**config.mk**
```make
export PLATFORM = sky130hd
export DESIGN_NAME = ex_flag_stage
export DESIGN_NICKNAME = d
export VERILOG_FILES = /design/src/rtl/wisc_pkg.sv /design/src/rtl/ex_flag_stage_br_cond_eval.sv /design/src/rtl/ex_flag_stage.sv
export SDC_FILE = /design/constraint.sdc
export NUM_CORES = 1
export LEC_CHECK = 0
export ABC_AREA = 1
export BUFFER_PORTS_ARGS = -buffer_cell sky130_fd_sc_hd__buf_4
export CAP_MARGIN = 30
export CORE_MARGIN = 1.5
export CORE_UTILIZATION = 25
export CTS_BUF_LIST = sky130_fd_sc_hd__clkbuf_8
export CTS_CLUSTER_SIZE = 8
export DETAILED_ROUTE_END_ITERATION = 16
export GPL_TIMING_DRIVEN = 1
export SLEW_MARGIN = 15
export SYNTH_ARGS = -nofsm -noshare
export SYNTH_HDL_FRONTEND = slang
export SYNTH_SLANG_ARGS = --single-unit
```
**constraint.sdc**
```tcl
create_clock -name clk -period 2 [get_ports clk]
set_clock_uncertainty 0.2 [all_clocks]
set_input_delay 0.4 -clock clk [delete_from_list [all_inputs] [get_ports clk]]
set_output_delay 0.4 -clock clk [all_outputs]
set_load 0.02 [all_outputs]
```
**src/rtl/wisc_pkg.sv**
```systemverilog
// Shared definitions for the WISC execute pipeline: opcode and branch-condition
// encodings, default datapath widths, and flag-update classification helpers.
package wisc_pkg;

    localparam int W_DEF  = 16;
    localparam int DW_DEF = 4;

    typedef enum logic [3:0] {
        OP_ADD    = 4'h0,
        OP_PADDSB = 4'h1,
        OP_SUB    = 4'h2,
        OP_AND    = 4'h3,
        OP_NOR    = 4'h4,
        OP_SLL    = 4'h5,
        OP_SRL    = 4'h6,
        OP_SRA    = 4'h7
    } op_e;

    typedef enum logic [2:0] {
        CC_NE = 3'b000,
        CC_EQ = 3'b001,
        CC_GT = 3'b010,
        CC_LT = 3'b011,
        CC_GE = 3'b100,
        CC_LE = 3'b101,
        CC_OV = 3'b110,
        CC_UN = 3'b111
    } cond_e;

    // Arithmetic ops own the full Z/V/N set; logic and shift ops only touch Z.
    function automatic logic opSetsAll(input logic [3:0] op);
        return (op == OP_ADD) || (op == OP_SUB);
    endfunction

    function automatic logic opSetsZ(input logic [3:0] op);
        return (op == OP_ADD) || (op == OP_SUB) || (op == OP_AND) ||
               (op == OP_NOR) || (op == OP_SLL) || (op == OP_SRL) ||
               (op == OP_SRA);
    endfunction

endpackage

```
**src/rtl/ex_flag_stage_br_cond_eval.sv**
```systemverilog
// Purely combinational branch-condition evaluator over the Z/V/N flags.
module br_cond_eval
    import wisc_pkg::*;
(
    input  logic       z,
    input  logic       v,
    input  logic       n,
    input  logic [2:0] cond,
    output logic       take
);

    always_comb begin
        take = 1'b0;
        case (cond)
            CC_NE:   take = ~z;
            CC_EQ:   take = z;
            CC_GT:   take = ~z & ~n;
            CC_LT:   take = n;
            CC_GE:   take = z | ~n;
            CC_LE:   take = n | z;
            CC_OV:   take = v;
            CC_UN:   take = 1'b1;
            default: take = 1'b0;
        endcase
    end

endmodule

```
**src/rtl/ex_flag_stage.sv**
```systemverilog
// Execute-stage output register: holds the arithmetic result behind a
// ready/valid handshake, maintains the Z/V/N flag register and resolves branches.
module ex_flag_stage
    import wisc_pkg::*;
#(
    parameter int W  = W_DEF,
    parameter int DW = DW_DEF
) (
    input  logic          clk,
    input  logic          rst_n,
    input  logic          in_valid,
    output logic          in_ready,
    input  logic [W-1:0]  in_result,
    input  logic          in_v,
    input  logic          in_n,
    input  logic [3:0]    in_op,
    input  logic [DW-1:0] in_dst,
    input  logic          in_wr,
    input  logic          br_valid,
    input  logic [2:0]    br_cond,
    input  logic          flush,
    output logic          out_valid,
    input  logic          out_ready,
    output logic [W-1:0]  out_result,
    output logic [DW-1:0] out_dst,
    output logic          out_wr,
    output logic          flag_z,
    output logic          flag_v,
    output logic          flag_n,
    output logic          br_taken
);

    logic          r_out_valid;
    logic [W-1:0]  r_result;
    logic [DW-1:0] r_dst;
    logic          r_wr;
    logic          r_z, r_v, r_n;
    logic          r_br_taken;

    logic w_accept;
    logic w_upd_all;
    logic w_upd_z;
    logic w_z_new;
    logic w_eff_z, w_eff_v, w_eff_n;
    logic w_take;

    assign in_ready  = ~r_out_valid | out_ready;
    assign w_accept  = in_valid & in_ready & ~flush;
    assign w_upd_all = w_accept & opSetsAll(in_op);
    assign w_upd_z   = w_accept & opSetsZ(in_op);
    assign w_z_new   = (in_result == '0);

    // Branches see same-cycle flag updates so a compare can feed a branch back-to-back.
    assign w_eff_z = w_upd_z   ? w_z_new : r_z;
    assign w_eff_v = w_upd_all ? in_v    : r_v;
    assign w_eff_n = w_upd_all ? in_n    : r_n;

    br_cond_eval u_br_cond_eval (
        .z    (w_eff_z),
        .v    (w_eff_v),
        .n    (w_eff_n),
        .cond (br_cond),
        .take (w_take)
    );

    always_ff @(posedge clk or negedge rst_n) begin
        if (!rst_n) begin
            r_out_valid <= 1'b0;
            r_result    <= '0;
            r_dst       <= '0;
            r_wr        <= 1'b0;
        end else begin
            if (flush)
                r_out_valid <= 1'b0;
            else if (w_accept)
                r_out_valid <= 1'b1;
            else if (out_ready)
                r_out_valid <= 1'b0;
            if (w_accept) begin
                r_result <= in_result;
                r_dst    <= in_dst;
                r_wr     <= in_wr;
            end
        end
    end

    always_ff @(posedge clk or negedge rst_n) begin
        if (!rst_n) begin
            r_z        <= 1'b0;
            r_v        <= 1'b0;
            r_n        <= 1'b0;
            r_br_taken <= 1'b0;
        end else begin
            r_z        <= w_eff_z;
            r_v        <= w_eff_v;
            r_n        <= w_eff_n;
            r_br_taken <= br_valid & w_take & ~flush;
        end
    end

    assign out_valid  = r_out_valid;
    assign out_result = r_result;
    assign out_dst    = r_dst;
    assign out_wr     = r_wr;
    assign flag_z     = r_z;
    assign flag_v     = r_v;
    assign flag_n     = r_n;
    assign br_taken   = r_br_taken;

endmodule

```
Word level (Yosys, flattened, before mapping)
Index checks and enable logic that the tools add are counted.
Word-level totals
  bits of input ports: 36
  register bits after elaboration: 26
  output and inout port bits: 27
Cells by class
  equality and inequality tests: 13
  reductions and logical operators: 10
  bitwise gates (word level): 14
  mux-type cells: 7
Operators by type and width (count)
  4-bit by 3-bit == test with 1-bit output, second input constant: 4
  16-bit logical NOT: 1
  3-bit == test, second input constant: 4
  4-bit by 2-bit == test with 1-bit output, second input constant: 2
  1-bit one-hot mux with 8 select lines: 1
  1-bit AND: 7
  3-bit by 2-bit == test with 1-bit output, second input constant: 2
  1-bit logical OR: 6
  1-bit 2-to-1 mux: 6
  4-bit logical NOT: 1
  1-bit NOT: 4
  3-bit by 1-bit == test with 1-bit output, second input constant: 1
  3-bit logical NOT: 1
  1-bit bitwise OR: 3
  3-bit nonzero test: 1

Logic depth before layout (Yosys ltp)
Gate-level depths: netlist of run 1.
  depth after elaboration: 14
  depth in mapped cells: 12
  gate-level depth less buffers: 12

Hierarchy
From an unflattened synthesis of run 1, not the netlist that was laid out.
Unflattened totals
  cell total of the unflattened synthesis: 145
  area total of the unflattened synthesis: 1202.4 um2
Modules (own cells, without submodules)
  ex_flag_stage: seq. area each 650.6 um2, instances 1, area each 1131.1 um2, cells each 130
  br_cond_eval: seq. area each 0.0 um2, instances 1, area each 71.3 um2, cells each 15

Worst setup path before layout of run 1
No wires, ideal clock.
  path type: register to register
  from: reg r_out_valid, in the netlist out_valid
  to: reg r_br_taken, in the netlist br_taken
  path slack: 0.411 ns
  cell stages (with the launch flop): 11
  path buffers: 0
  clock period less this slack: 1.589 ns
  arrival time: 1.277 ns
  path through: dfrtp_1 > nand2_4 > inv_2 > nor2_8 > nand3_2 > nand2_2 > nand2_2 > o211ai_1 > inv_1 > nand2_1 > inv_1
On the way
  word-level cells in the longest chain between the ends: 11
  elaborated cells on any way between the ends: 17
RTL lines
  start: declaration: line ex_flag_stage.sv:33  | logic r_out_valid;
  start signal: assignment: line ex_flag_stage.sv:68  | r_out_valid <= 1'b0;
  start signal: assignment: line ex_flag_stage.sv:74  | r_out_valid <= 1'b0;
  start signal: assignment: line ex_flag_stage.sv:76  | r_out_valid <= 1'b1;
  1-bit NOT (*): line ex_flag_stage.sv:47  | assign in_ready = ~r_out_valid | out_ready;
  1-bit bitwise OR (*): line ex_flag_stage.sv:47
  named net in_ready: line ex_flag_stage.sv:12  | output logic in_ready,
  1-bit AND (*) (2 in series): line ex_flag_stage.sv:48  | assign w_accept = in_valid & in_ready & ~flush;
  1-bit AND (on tied branches): line ex_flag_stage.sv:49, ex_flag_stage.sv:50
  1-bit 2-to-1 mux (on tied branches): line ex_flag_stage.sv:56, ex_flag_stage.sv:54
  1-bit NOT (on tied branches): line ex_flag_stage_br_cond_eval.sv:17, ex_flag_stage_br_cond_eval.sv:19, ex_flag_stage_br_cond_eval.sv:15
  1-bit bitwise OR or 1-bit AND (tied branches): line ex_flag_stage_br_cond_eval.sv:19, ex_flag_stage_br_cond_eval.sv:17
  1-bit one-hot mux with 8 select lines (*): line ex_flag_stage_br_cond_eval.sv:14  | case (cond)
  1-bit AND (*) (2 in series): line ex_flag_stage.sv:97  | r_br_taken <= br_valid & w_take & ~flush;
  end signal: assignment: line ex_flag_stage.sv:97
  end: declaration: line ex_flag_stage.sv:38  | logic r_br_taken;
Mark *: on every way through the listed nets, which the timed path passes. The rest lies on a longest branch.
A chain may end at the register's enable or synchronous reset.

Worst setup path in the final report of run 1
  from: reg r_out_valid, in the netlist out_valid
  to: reg r_result[3], in the netlist out_result[3]
On the way
  word-level cells in the longest chain between the ends: 4
RTL lines
  1-bit NOT: line ex_flag_stage.sv:47
  1-bit bitwise OR: line ex_flag_stage.sv:47
  1-bit AND (2 in series): line ex_flag_stage.sv:48
  end signal: assignment: line ex_flag_stage.sv:80  | r_result <= in_result;
  end: declaration: line ex_flag_stage.sv:34  | logic [W-1:0] r_result;
No other way between the ends.

==> results.txt, run 1 <==
Clock Sinks = 26
commonest cells after routing, fill and taps aside = nand2_1 (82), buf_4 (63), dfrtp_1 (26), nor2_1 (18), inv_1 (13)
Sw Share = 0.3214
CP startpoint = out_valid$_DFFE_PN0P_
commonest non-fill, non-tap cell in the layout = nand2_1
core area = 4848 sq um
Clk pin slew, worst setup/hold paths = 0.09 ns
Worst VDD drop = 266.3 uV
Die Span X = 74.90 um
row count = 25
HPWL reported at the end of detailed placement = 2.404 mm
IO Pins = 63
largest net degree at the start of global routing = 27
Pwr Density = 766.3 nW/um^2
Max Cap Viol = 0
fmax = 0.6462 GHz
WL/cell = 10.43 um
final worst path period need = 1.548 ns
outcome = finished, final reports clean
pre-CTS setup slack = 0.2499 ns
number of distinct library cells after synthesis = 17
Hold Crit Start = in_dst[2]
P&R area growth vs syn = 46.56%
DRT antenna net count = 0
# H-tree levels = 1
Reg power frac = 0.447
WP data required = 2.01 ns
CTS tree = yes
clk buf depth = 2
CTS Buf Count = 3
CP Buf/Inv Count = 2
Synth Area per Inst = 7.471 sq um
Arr. time, crit path = 1.55 ns
CP peak stage delay = 0.47 ns
vias per cell = 4.089
CTS Root Cell = clkbuf_8
area of the mapped netlist = 1292 sq um
Via Count = 1243
Crit Path Category = flip-flop to flip-flop
register area share after synthesis = 0.5034
Slew HR = 0.5772
endpoints failing setup = 0
critical path's slowest cell = inv_1
Die Area = 5610 sq um
Final period util = 0.7738
Core Util, Final = 0.3907
Psw = 0.4665 mW
Combinational Power Share = 0.319
Yosys warning count = 0
worst skew pair latency = 0.27 ns
drt drc = 0
CTS resizes = 0
Die Y = 74.90 um
Final Hold Fails = 0
# port buffers = 62
Slew Viols, Final = 0
Final WS setup = 0.4524 ns
first-pass GRT wire length = 4.974 mm
crit end category = flip-flop
sequence of cells on the critical path = nand2_4 -> inv_2 -> nor2_8 -> inv_1 -> nand2_1 -> nand2_1
Mapped Nets = 209
final hold slack = 0.1252 ns
Lkg Pwr = 1.083 nW
Placer Congestion = 0.8091
drt first-iter violations = 15
global route total overflow = 0
Top delay family on crit path = buffers and inverters
share of cells above drive strength 1 = 0.3376
synthesized netlist cell count = 173
RSZ-0062 raised after global routing = no
antenna violations before repair = 0
internal power = 0.9850 mW
GR Util All Layers = 0.1157
TNS Setup = 0 ns
CP dominant cell by count = nand2_1
vias in the first global route = 1186
Worst R2R Start = out_valid$_DFFE_PN0P_
Critical Path Start Type = flip-flop
Slew @ Worst Pin = 0.6335 ns
initial core utilization = 0.2666
flops & latches, synth = 26
Nets = 274
ant diodes = 0
post-CTS setup buffer count = 0
Pre-Repair DR Iteration Count = 4
power share of the clock group = 0.234
hold crit path type = primary input to flip-flop
CP Max Fanout = 21
WL final = 3.171 mm
==> power by group through the flow <==
stage / clock network [mW] / registers (mW) / logic (mW)
2_1_floorplan: 0 / 0.755 / 0.141
3_3_place_gp: 0 / 0.663 / 0.464
3_5_place_dp: 0 / 0.660 / 0.469
4_1_cts: 0.357 / 0.651 / 0.471
5_1_grt: 0.364 / 0.660 / 0.516
6_report: 0.339 / 0.649 / 0.463
==> metrics by stage <==
stage / power (mW) / area (sq um) / cells
after detailed placement: 1.130 / 1829 / 299
after global placement: 1.127 / 1829 / 299
final: 1.452 / 1894 / 304
after floorplan: 0.8968 / 1292 / 173
after CTS: 1.480 / 1894 / 304
after global routing: 1.540 / 1894 / 304
==> synthesized netlist by cell type <==
cell type	instances	area [sq um]
nand2_1	82	307.8
dfrtp_1	26	650.6
nor2_1	18	67.56
inv_1	13	48.80
nand3_1	10	50.05
buf_2	4	20.02
inv_2	4	15.01
nand2_2	4	25.02
nand2_4	2	22.52
nand3_2	2	20.02
nand3b_1	2	15.01
and2_1	1	6.260
nand4_1	1	6.260
nor2_8	1	20.02
nor3_1	1	5.000
o211ai_1	1	7.510
o21ai_0	1	5.000
==> cells by family after synthesis <==
group           Yosys count  synth area share
simple gates            124            0.4221
flops                    26            0.5034
buf+inv                  21           0.06486
compound gates            2          0.009679
==> worst min-delay path, stage by stage <==
cell     delay (ns)
buf_4          0.08
nand2_1        0.04
nand2_1        0.05
==> area by class of cell <==
class | instances | area [sq um]
Clock buffer | 4 | 55.05
Fill cell | 526 | 2954
Inverter | 17 | 63.81
Multi-Input combinational cell | 126 | 558.0
Sequential cell | 26 | 650.6
Tap cell | 67 | 83.83
Timing Repair Buffer | 64 | 483.0
==> registers in the layout (all words and copies together) (netlist names) <==
signal,count
out_result,16
out_wr,1
out_dst,4
br_taken,1
out_valid,1
flag_z,1
flag_v,1
flag_n,1
==> layer usage <==
metal  vias up  part of all wire  GRT usage
met3         2             0.076    0.02410
met2        50              0.49     0.2055
met5         -                 0          0
li1        647                 -          -
met4         0             0.011    0.04242
met1       544              0.43     0.1370
==> worst paths after layout <==
path | slack, ns | cells past startpoint | end
worst max-delay path | 0.45 | 6 | out_result[3]$_DFFE_PN0N_
worst min-delay path | 0.13 | 3 | out_dst[2]$_DFFE_PN0N_
min in group asynchronous | 0.37 | 2 | out_dst[0]$_DFFE_PN0N_
worst max register to register | 0.45 | 6 | out_result[3]$_DFFE_PN0N_
worst min register to register | 0.28 | 2 | out_dst[2]$_DFFE_PN0N_
max in group asynchronous | 0.98 | 2 | out_result[5]$_DFFE_PN0N_
==> what timing repair did <==
item,CTS,global route
endpoints found under the setup margin,0,0
hold endpoints to repair,26,0
hold buffers,1,0
Note: power is estimated with default switching activity, not from simulation.
==> inputs of run 2 (changes only) <==
==> constraint.sdc (replaced) <==
create_clock -name clk -period 1.26 [get_ports clk]
set_clock_uncertainty 0.2 [all_clocks]
set_input_delay 0.252 -clock clk [delete_from_list [all_inputs] [get_ports clk]]
set_output_delay 0.252 -clock clk [all_outputs]
set_load 0.02 [all_outputs]
==> results.txt, run 2 (synthesis results as in run 1) <==
outcome = finished with violations
failing checks = negative setup slack
Die Span X = 74.90 um
CP peak stage delay = 0.39 ns
Combinational Power Share = 0.382
Via Count = 1473
CTS tree = yes
CP Buf/Inv Count = 3
Worst VDD drop = 413.3 uV
CP Max Fanout = 4
Pwr Density = 1105 nW/um^2
Psw = 0.8543 mW
global route total overflow = 0
Arr. time, crit path = 1.09 ns
vias in the first global route = 1399
share of cells above drive strength 1 = 0.4826
Placed Cells = 313
fmax = 0.6478 GHz
hold crit path type = primary input to flip-flop
Hold Crit Start = in_valid
Core Util, Final = 0.5303
IO Pins = 63
RSZ-0062 raised after global routing = yes
Max Cap Viol = 0
sequence of cells on the critical path = nand2_4 -> buf_4 -> buf_6 -> buf_6
Final Hold Fails = 0
Nets = 325
drt first-iter violations = 17
TNS Setup = -5.071 ns
Die Area = 5610 sq um
clk buf depth = 2
drt drc = 0
Pre-Repair DR Iteration Count = 4
Worst R2R Start = out_valid$_DFFE_PN0P_
Die Y = 74.90 um
internal power = 1.986 mW
Slew @ Worst Pin = 0.3345 ns
commonest non-fill, non-tap cell in the layout = buf_4
power share of the clock group = 0.244
CP startpoint = out_valid$_DFFE_PN0P_
P&R area growth vs syn = 98.94%
crit end category = primary output
final cell count without fillers = 355
Placer Congestion = 0.8615
# fillers = 453
WL final = 3.703 mm
ant diodes = 0
Crit Path Category = flip-flop to primary output
vias per cell = 4.149
CTS Root Cell = clkbuf_8
row count = 25
Slew HR = 0.7770
WP data required = 0.81 ns
Reg power frac = 0.374
largest net degree at the start of global routing = 27
Clock Sinks = 26
Top delay family on crit path = flip-flops
Clk pin slew, worst setup/hold paths = 0.10 ns
initial core utilization = 0.2666
final worst path period need = 1.544 ns
antenna violations before repair = 0
endpoints failing setup = 41
HPWL reported at the end of detailed placement = 2.594 mm
# port buffers = 62
pre-CTS setup slack = -0.3252 ns
worst skew pair latency = 0.27 ns
# H-tree levels = 1
Final period util = 1.225
CP dominant cell by count = buf_6
Sw Share = 0.3008
core area = 4848 sq um
DRT antenna net count = 0
Critical Path Start Type = flip-flop
first-pass GRT wire length = 5.796 mm
WL/cell = 10.43 um
GR Util All Layers = 0.1344
Slew Viols, Final = 0
CTS Buf Count = 3
critical path's slowest cell = dfrtp_2
Lkg Pwr = 1.382 nW
Final WS setup = -0.2838 ns
max FFs per register = 16
commonest cells after routing, fill and taps aside = buf_4 (60), nand2_1 (57), buf_6 (31), nand2_2 (27), dfrtp_1 (25)
run 2: changes by cell type in the layout (fill, tap and decap cells not counted), moves of 2 or more:
cell	delta
buf_4	-3
buf_6	+31
buf_8	+4
dlygate4sd3_1	+19
nand2_1	-25
nand2_2	+23
nand2_4	+2
run 2: per-layer routing:
metal | share of wire | wire [um] | track usage
met2 | 0.54 | 2010 | 0.2527
met3 | 0.049 | 180 | 0.02142
met5 | 0 | 0 | 0
met4 | 0.0092 | 34 | 0.04848
met1 | 0.40 | 1478 | 0.1519
run 2: final timing paths:
path	to	slack (ns)	cells past startpoint
max in group asynchronous	out_valid$_DFFE_PN0P_	0.38	2
worst min-delay path	out_valid$_DFFE_PN0P_	0.05	3
worst max-delay path	in_ready	-0.28	4
worst min register to register	out_result[2]$_DFFE_PN0N_	0.31	2
min in group asynchronous	out_valid$_DFFE_PN0P_	0.22	2
worst max register to register	br_taken$_DFF_PN0_	-0.24	10
run 2: final cells by class:
type	instances	area (sq um)	share of cell area
Tap cell	67	83.83	0.03260
Timing Repair Buffer	115	1060	0.4122
Clock buffer	3	41.29	0.01606
Inverter	17	73.82	0.02871
Clock inverter	1	30.03	0.01168
Multi-Input combinational cell	126	630.6	0.2453
Sequential cell	26	651.9	0.2535
run 2: metrics by stage:
step | hold slack (ns) | total power, mW | instance area [sq um]
6_report | 0.05221 | 2.840 | 2571
3_5_place_dp | -0.01505 | 1.831 | 1938
5_1_grt | 0.07881 | 2.999 | 2571
3_3_place_gp | -0.01244 | 1.823 | 1938
4_1_cts | 0.05263 | 2.734 | 2382
2_1_floorplan | -0.2436 | 1.428 | 1305
run 2: power by group through the flow:
stage	sequential, mW	combinational, mW	clock [mW]
finish	1.06	1.09	0.692
global route	1.08	1.18	0.736
CTS	1.05	0.966	0.715
detailed placement	1.05	0.784	0
global placement	1.05	0.777	0
floorplan	1.20	0.229	0
run 2: what timing repair did:
action	4_1_cts	5_1_grt
hold buffers	20	0
endpoints found under the setup margin	48	51
buffers inserted	8	10
gates cloned	0	1
endpoints found under the hold margin	45	0
resized for setup	31	40
pin swaps	1	4
run 2: worst register-to-register path, stage by stage, from the launching register on:
cell and delay (ns):
dfrtp_2 0.43, nand2_4 0.09, inv_4 0.05, nor2_8 0.11, nand3_2 0.08, nand2_2 0.07, nand2_2 0.07, o211ai_1 0.16
inv_1 0.05, nand2_1 0.06, inv_1 0.03
